$ cat src/rtl/rst_sequencer.sv
// rst_sequencer: stretches reset and releases NUM_CH channel resets in order.
// Optional watchdog is enabled by defining RST_SEQ_WDOG_EN.
module rst_sequencer #(
  parameter int NUM_CH   = 3,
  parameter int STRETCH  = 16,
  parameter int STAGGER  = 8,
  parameter int WDOG_CYC = 1048576
) (
  input  logic              clk_i,
  input  logic              rst_n_i,
  input  logic              sw_rst_req_i,
  input  logic [NUM_CH-1:0] ch_hold_i,
  input  logic              wdog_kick_i,
  output logic [NUM_CH-1:0] rst_o,
  output logic              done_o,
  output logic              wdog_fired_o
);
  localparam int MX0 = (STRETCH > STAGGER) ? STRETCH : STAGGER;
  localparam int MX  = (MX0 > WDOG_CYC) ? MX0 : WDOG_CYC;
  localparam int W   = $clog2(MX + 1);
  localparam int CW  = $clog2(NUM_CH + 1);
  localparam logic [1:0] ASSERT = 2'd0, RELEASE = 2'd1, RUN = 2'd2;
  localparam logic [W-1:0] STR_M1 = W'(STRETCH - 1);
  localparam logic [W-1:0] STG_M1 = W'(STAGGER - 1);
  localparam logic [CW-1:0] LAST = CW'(NUM_CH - 1);
  logic [1:0]        st_q, st_d;
  logic [W-1:0]      cnt_q, cnt_d, cnt_inc;
  logic [CW-1:0]     ch_q, ch_d;
  logic [NUM_CH-1:0] rst_q, rst_d;
  logic              done_q, done_d;
  logic              fire;
  always_comb begin
    cnt_inc = (cnt_q == '1) ? cnt_q : cnt_q + 1'b1;
    st_d    = st_q;
    cnt_d   = cnt_inc;
    ch_d    = ch_q;
    rst_d   = rst_q;
    done_d  = done_q;
    fire    = 1'b0;
    if (st_q == ASSERT && cnt_q >= STR_M1 && !ch_hold_i[0]) begin
      rst_d[0] = 1'b0;
      ch_d     = CW'(1);
      cnt_d    = '0;
      st_d     = (NUM_CH == 1) ? RUN : RELEASE;
      done_d   = (NUM_CH == 1);
    end
    if (st_q == RELEASE && cnt_q >= STG_M1 && !ch_hold_i[ch_q]) begin
      rst_d[ch_q] = 1'b0;
      ch_d        = ch_q + 1'b1;
      cnt_d       = '0;
      st_d        = (ch_q == LAST) ? RUN : RELEASE;
      done_d      = (ch_q == LAST);
    end
    if (st_q == RUN) begin
`ifdef RST_SEQ_WDOG_EN
      cnt_d = wdog_kick_i ? '0 : cnt_inc;
      fire  = !wdog_kick_i && cnt_q >= W'(WDOG_CYC - 1);
`else
      cnt_d = cnt_q;
`endif
    end
    if (sw_rst_req_i || fire) begin
      st_d   = ASSERT;
      cnt_d  = '0;
      ch_d   = '0;
      rst_d  = '1;
      done_d = 1'b0;
    end
  end
  always_ff @(posedge clk_i) begin
    if (!rst_n_i) begin
      st_q   <= ASSERT;
      cnt_q  <= '0;
      ch_q   <= '0;
      rst_q  <= '1;
      done_q <= 1'b0;
    end else begin
      st_q   <= st_d;
      cnt_q  <= cnt_d;
      ch_q   <= ch_d;
      rst_q  <= rst_d;
      done_q <= done_d;
    end
  end
`ifdef RST_SEQ_WDOG_EN
  logic wdog_q;
  always_ff @(posedge clk_i) begin
    if (!rst_n_i) wdog_q <= 1'b0;
    else if (fire) wdog_q <= 1'b1;
  end
  assign wdog_fired_o = wdog_q;
`else
  logic unused_kick;
  assign unused_kick  = wdog_kick_i;
  assign wdog_fired_o = 1'b0;
`endif
  assign rst_o  = rst_q;
  assign done_o = done_q;
endmodule
$ cat config.mk
export PLATFORM = sky130hd
export DESIGN_NAME = rst_sequencer
export DESIGN_NICKNAME = d
export VERILOG_FILES = /design/src/rtl/rst_sequencer.sv
export SDC_FILE = /design/constraint.sdc
export NUM_CORES = 1
export LEC_CHECK = 0
export BUFFER_PORTS_ARGS = -buffer_cell sky130_fd_sc_hd__buf_4
export CAP_MARGIN = 0
export CELL_PAD_IN_SITES_DETAIL_PLACEMENT = 1
export CELL_PAD_IN_SITES_GLOBAL_PLACEMENT = 1
export CORE_AREA = 2 2 62 64
export DETAILED_ROUTE_END_ITERATION = 10
export DIE_AREA = 0 0 64 66
export PLACE_DENSITY = 0.71
export SLEW_MARGIN = 20
export SYNTH_ARGS = -nofsm -noshare
export SYNTH_HDL_FRONTEND = slang
export SYNTH_SLANG_ARGS = --single-unit
$ cat constraint.sdc
create_clock -name clk_i -period 2.45 [get_ports clk_i]
set_input_delay 0.1225 -clock clk_i [delete_from_list [all_inputs] [get_ports clk_i]]
set_output_delay 0.1225 -clock clk_i [all_outputs]
set_load 0.1 [all_outputs]
==> results.py <==
metrics = {
    "sta": {
        "finalSetupTns_ns": 0,
        "rsz_0062_raised_after_global_routing": "no",
        "hold_slack_ns": 0.0875,
        "max_freq_mhz": 463,
        "fin_worst_skew_ns": 0.00373,
        "worst_slew_pin_slew_ns": 0.648,
        "layout_worst_path_cycle_share_pct": 88.2,
        "finalSetupViolCount": 0,
        "pins_over_slew_limit": 0,
        "min_period_ns": 2.16,
        "report.final.hold_viol_count": 0,
        "relSlewSlack_pct": 56.6,
    },
    "floorplan": {
        "die_x_um": 64,
        "placementRows": 22,
        "die_height_um": 66,
        "floorplan.die_area_um2": 4220,
        "io-pin-count": 12,
        "floorplan.initialDensity_pct": 42.1,
        "core_region_area_um2": 3550,
    },
    "cts": {
        "cts_htree_levels": 1,
        "tritoncts_clock_tree": "yes",
        "post_cts_resize_count": 0,
        "cts_post_setup_buffers_inserted": 0,
        "worst_setup_hold_path_clk_slew_ns": 0.15,
        "cts_max_path_buffers": 2,
        "worst_skew_pair.late_latency_ns": 0.33,
        "cts-hold-fix-buffers": 0,
        "numCtsBuffers": 3,
        "cts.sink_count": 28,
        "root_buffer": "sky130_fd_sc_hd__clkbuf_4",
    },
    "critical_path": {
        "crit_required_ns": 2.68,
        "arrival_time_reported_for_the_critical_path_endpoint_ns": 2.40,
        "r2r_start": "cnt_q[0]",
        "cp-end-kind": "flop",
        "crit_path_launch": "cnt_q[0]",
        "reg2reg_depth": 7,
        "critical_path.n_buffers_inverters": 1,
        "worst-path-stages": 7,
        "reg2reg_slack_ns": 0.29,
        "crit_path_max_incr_delay_ns": 0.59,
        "critical_path.max_fanout": 9,
        "worst_path_dominant_cell_family": "simple AND/OR/NAND/NOR gates",
        "cp_cell_sequence": "ha_1, nand4_1, nor3_2, buf_4, a211oi_1, xnor2_1, nor2_1",
        "critical_path_class": "flop to flop",
        "cp_slowest_cell": "sky130_fd_sc_hd__nor3_2",
        "cp-start-kind": "flop",
    },
    "synth": {
        "postSynth.topFlopCell": "sky130_fd_sc_hd__dfxtp_1",
        "asyncSetResetFlopFracSynth_pct": 0,
        "synth_edf_count": 0,
        "yosys_register_bits": 28,
        "postSynthNetCount": 181,
        "syn_area_per_cell_um2": 8.80,
        "synth_seq_area_share_pct": 37.5,
        "synthesis.yosys.warnings": 0,
        "syn_inst": 170,
        "syn_std_cell_area_um2": 1500,
        "synth.lib_cells_used.distinct": 40,
    },
    "pwr": {
        "power.density_cell_area_nw_per_um2": 443,
        "vdd_drop_max_mv": 0.185,
        "total_leakage_power_uw": 0.000517,
    },
    "routing": {
        "wl_per_cell_um": 15.0,
        "drt_first_pass_iters": 4,
        "viasPerCell": 5.47,
        "totalWireLength_um": 3360,
        "total_vias_in_the_final_route": 1226,
        "count_of_unresolved_drc_violations_after_routing": 0,
        "antenna_violating_nets_post_route": 0,
        "first_iter_violations": 70,
    },
    "final_layout": {
        "area.sequential_um2": 561,
        "top_library_cells_by_usage_in_the_layout_fill_and_taps_aside": "28 x sky130_fd_sc_hd__dfxtp_1, 21 x sky130_fd_sc_hd__nor2_1, 18 x sky130_fd_sc_hd__xnor2_1",
        "multi_input_comb_area_um2": 851,
        "num_antenna_cells": 0,
        "final_net_count": 188,
        "layout-drive-gt1-share_pct": 13.6,
        "fillCellCount": 423,
        "layout.cells.most_common": "sky130_fd_sc_hd__dfxtp_1",
        "area.growth.synth_to_final_pct": 8.03,
    },
    "placement": {
        "detailedPlacementHpwl_um": 2450,
        "numPortBuffers": 9,
        "finalWeightedCongestion": 0.783,
    },
    "global_route": {
        "grt_max_degree": 22,
        "global_route.usage.total_pct": 17.9,
        "leftover_overflow_at_the_end_of_global_routing": 0,
        "grt_first_pass_wirelength_um": 5840,
        "grt_antenna_before_repair": 0,
        "first_global_vias": 1270,
    },
    "hold_path": {
        "hp-class": "input port to flop",
        "min_path_cells": 3,
        "holdCritStartpoint": "sw_rst_req_i",
    },
    "run_status": {
        "result_of_the_run": "completed",
    },
    "job": {
        "max-cap-violations": 0,
    },
}
-- cell usage after synthesis, types with 2 or more instances --
master / count / share of area (%)
sky130_fd_sc_hd__and4_1: 4 / 2.3
sky130_fd_sc_hd__dfxtp_1: 28 / 37
sky130_fd_sc_hd__a211oi_1: 6 / 3.0
sky130_fd_sc_hd__ha_1: 4 / 3.3
sky130_fd_sc_hd__nand4_1: 8 / 3.3
sky130_fd_sc_hd__a31o_2: 2 / 1.2
sky130_fd_sc_hd__o21ai_0: 2 / 0.67
sky130_fd_sc_hd__nand2_1: 9 / 2.3
sky130_fd_sc_hd__a21oi_1: 9 / 3.0
sky130_fd_sc_hd__xnor2_1: 18 / 11
sky130_fd_sc_hd__a21o_1: 2 / 1.0
sky130_fd_sc_hd__o211ai_1: 2 / 1.0
sky130_fd_sc_hd__buf_6: 2 / 1.5
sky130_fd_sc_hd__nor2b_1: 2 / 0.84
sky130_fd_sc_hd__inv_1: 7 / 1.8
sky130_fd_sc_hd__nor3_1: 2 / 0.67
sky130_fd_sc_hd__and3_1: 3 / 1.3
sky130_fd_sc_hd__nor4_1: 8 / 3.3
sky130_fd_sc_hd__nor2_1: 21 / 5.3
sky130_fd_sc_hd__buf_2: 5 / 1.7
sky130_fd_sc_hd__nand2b_1: 2 / 0.84
sky130_fd_sc_hd__nand3_1: 6 / 2.0
-- final cells by class --
type,instances,share of cell area (%)
Multi-Input combinational cell,126,52.6
Sequential cell,28,34.7
Timing Repair Buffer,11,5.11
Tap cell,48,3.72
Clock buffer,4,2.24
Inverter,7,1.63
-- power by group --
group,internal (uW),total (uW),switching [uW]
clock,91.1,227,136
combinational,10.8,29.9,19.2
sequential,457,460,2.43
-- stage by stage --
step,instance area [um^2],util (%),total power [uW],instances,setup WS (ns)
final,1620,45.5,717,224,0.288
after CTS,1620,45.5,732,224,0.314
after global placement,1580,44.5,498,220,0.412
after detailed placement,1580,44.5,500,220,0.338
after global routing,1620,45.5,751,224,0.106
after floorplan,1500,-,493,170,0.562
-- final timing paths --
check                                 to
worst max register to register  cnt_q[7]
worst min register to register  rst_o[1]
worst max-delay path            cnt_q[7]
worst min-delay path            rst_o[2]
-- worst register-to-register path, delay by kind of cell (launching register included) --
family	cells	cell delay (ns)
and+or+nand+nor	3	0.81
DFF	1	0.46
adders and majority gates	1	0.28
buffers and inverters	1	0.27
xor gates and xnor gates	1	0.16
AOI/OAI and AO/OA	1	0.09
-- registers in the layout, indices dropped and copies added, names as in the netlist --
register and count:
ch_q 2, cnt_q 21, rst_o 3, st_q 2
-- logic make-up (layout without fill, tap and decap cells) --
family          count (synthesis)  in the layout  share of synthesized area [%]
compound gates                 29             29                           13.6
flops                          28             28                           37.5
fa+ha+maj                       4              4                           3.34
buf+inv                        16             22                           5.69
xor+xnor                       18             18                           10.5
other cells                     1              1                          0.251
mux                             2              2                           1.42
simple gates                   72             72                           27.7
-- per-layer routing --
metal	vias up	wire length, um	global-route usage, %
li1	620	-	-
met1	587	1510	21.2
met2	14	1730	32.3
met3	5	63	2.04
met4	0	51	8.15
met5	-	0	0
Note: power is estimated with default switching activity, not from simulation.
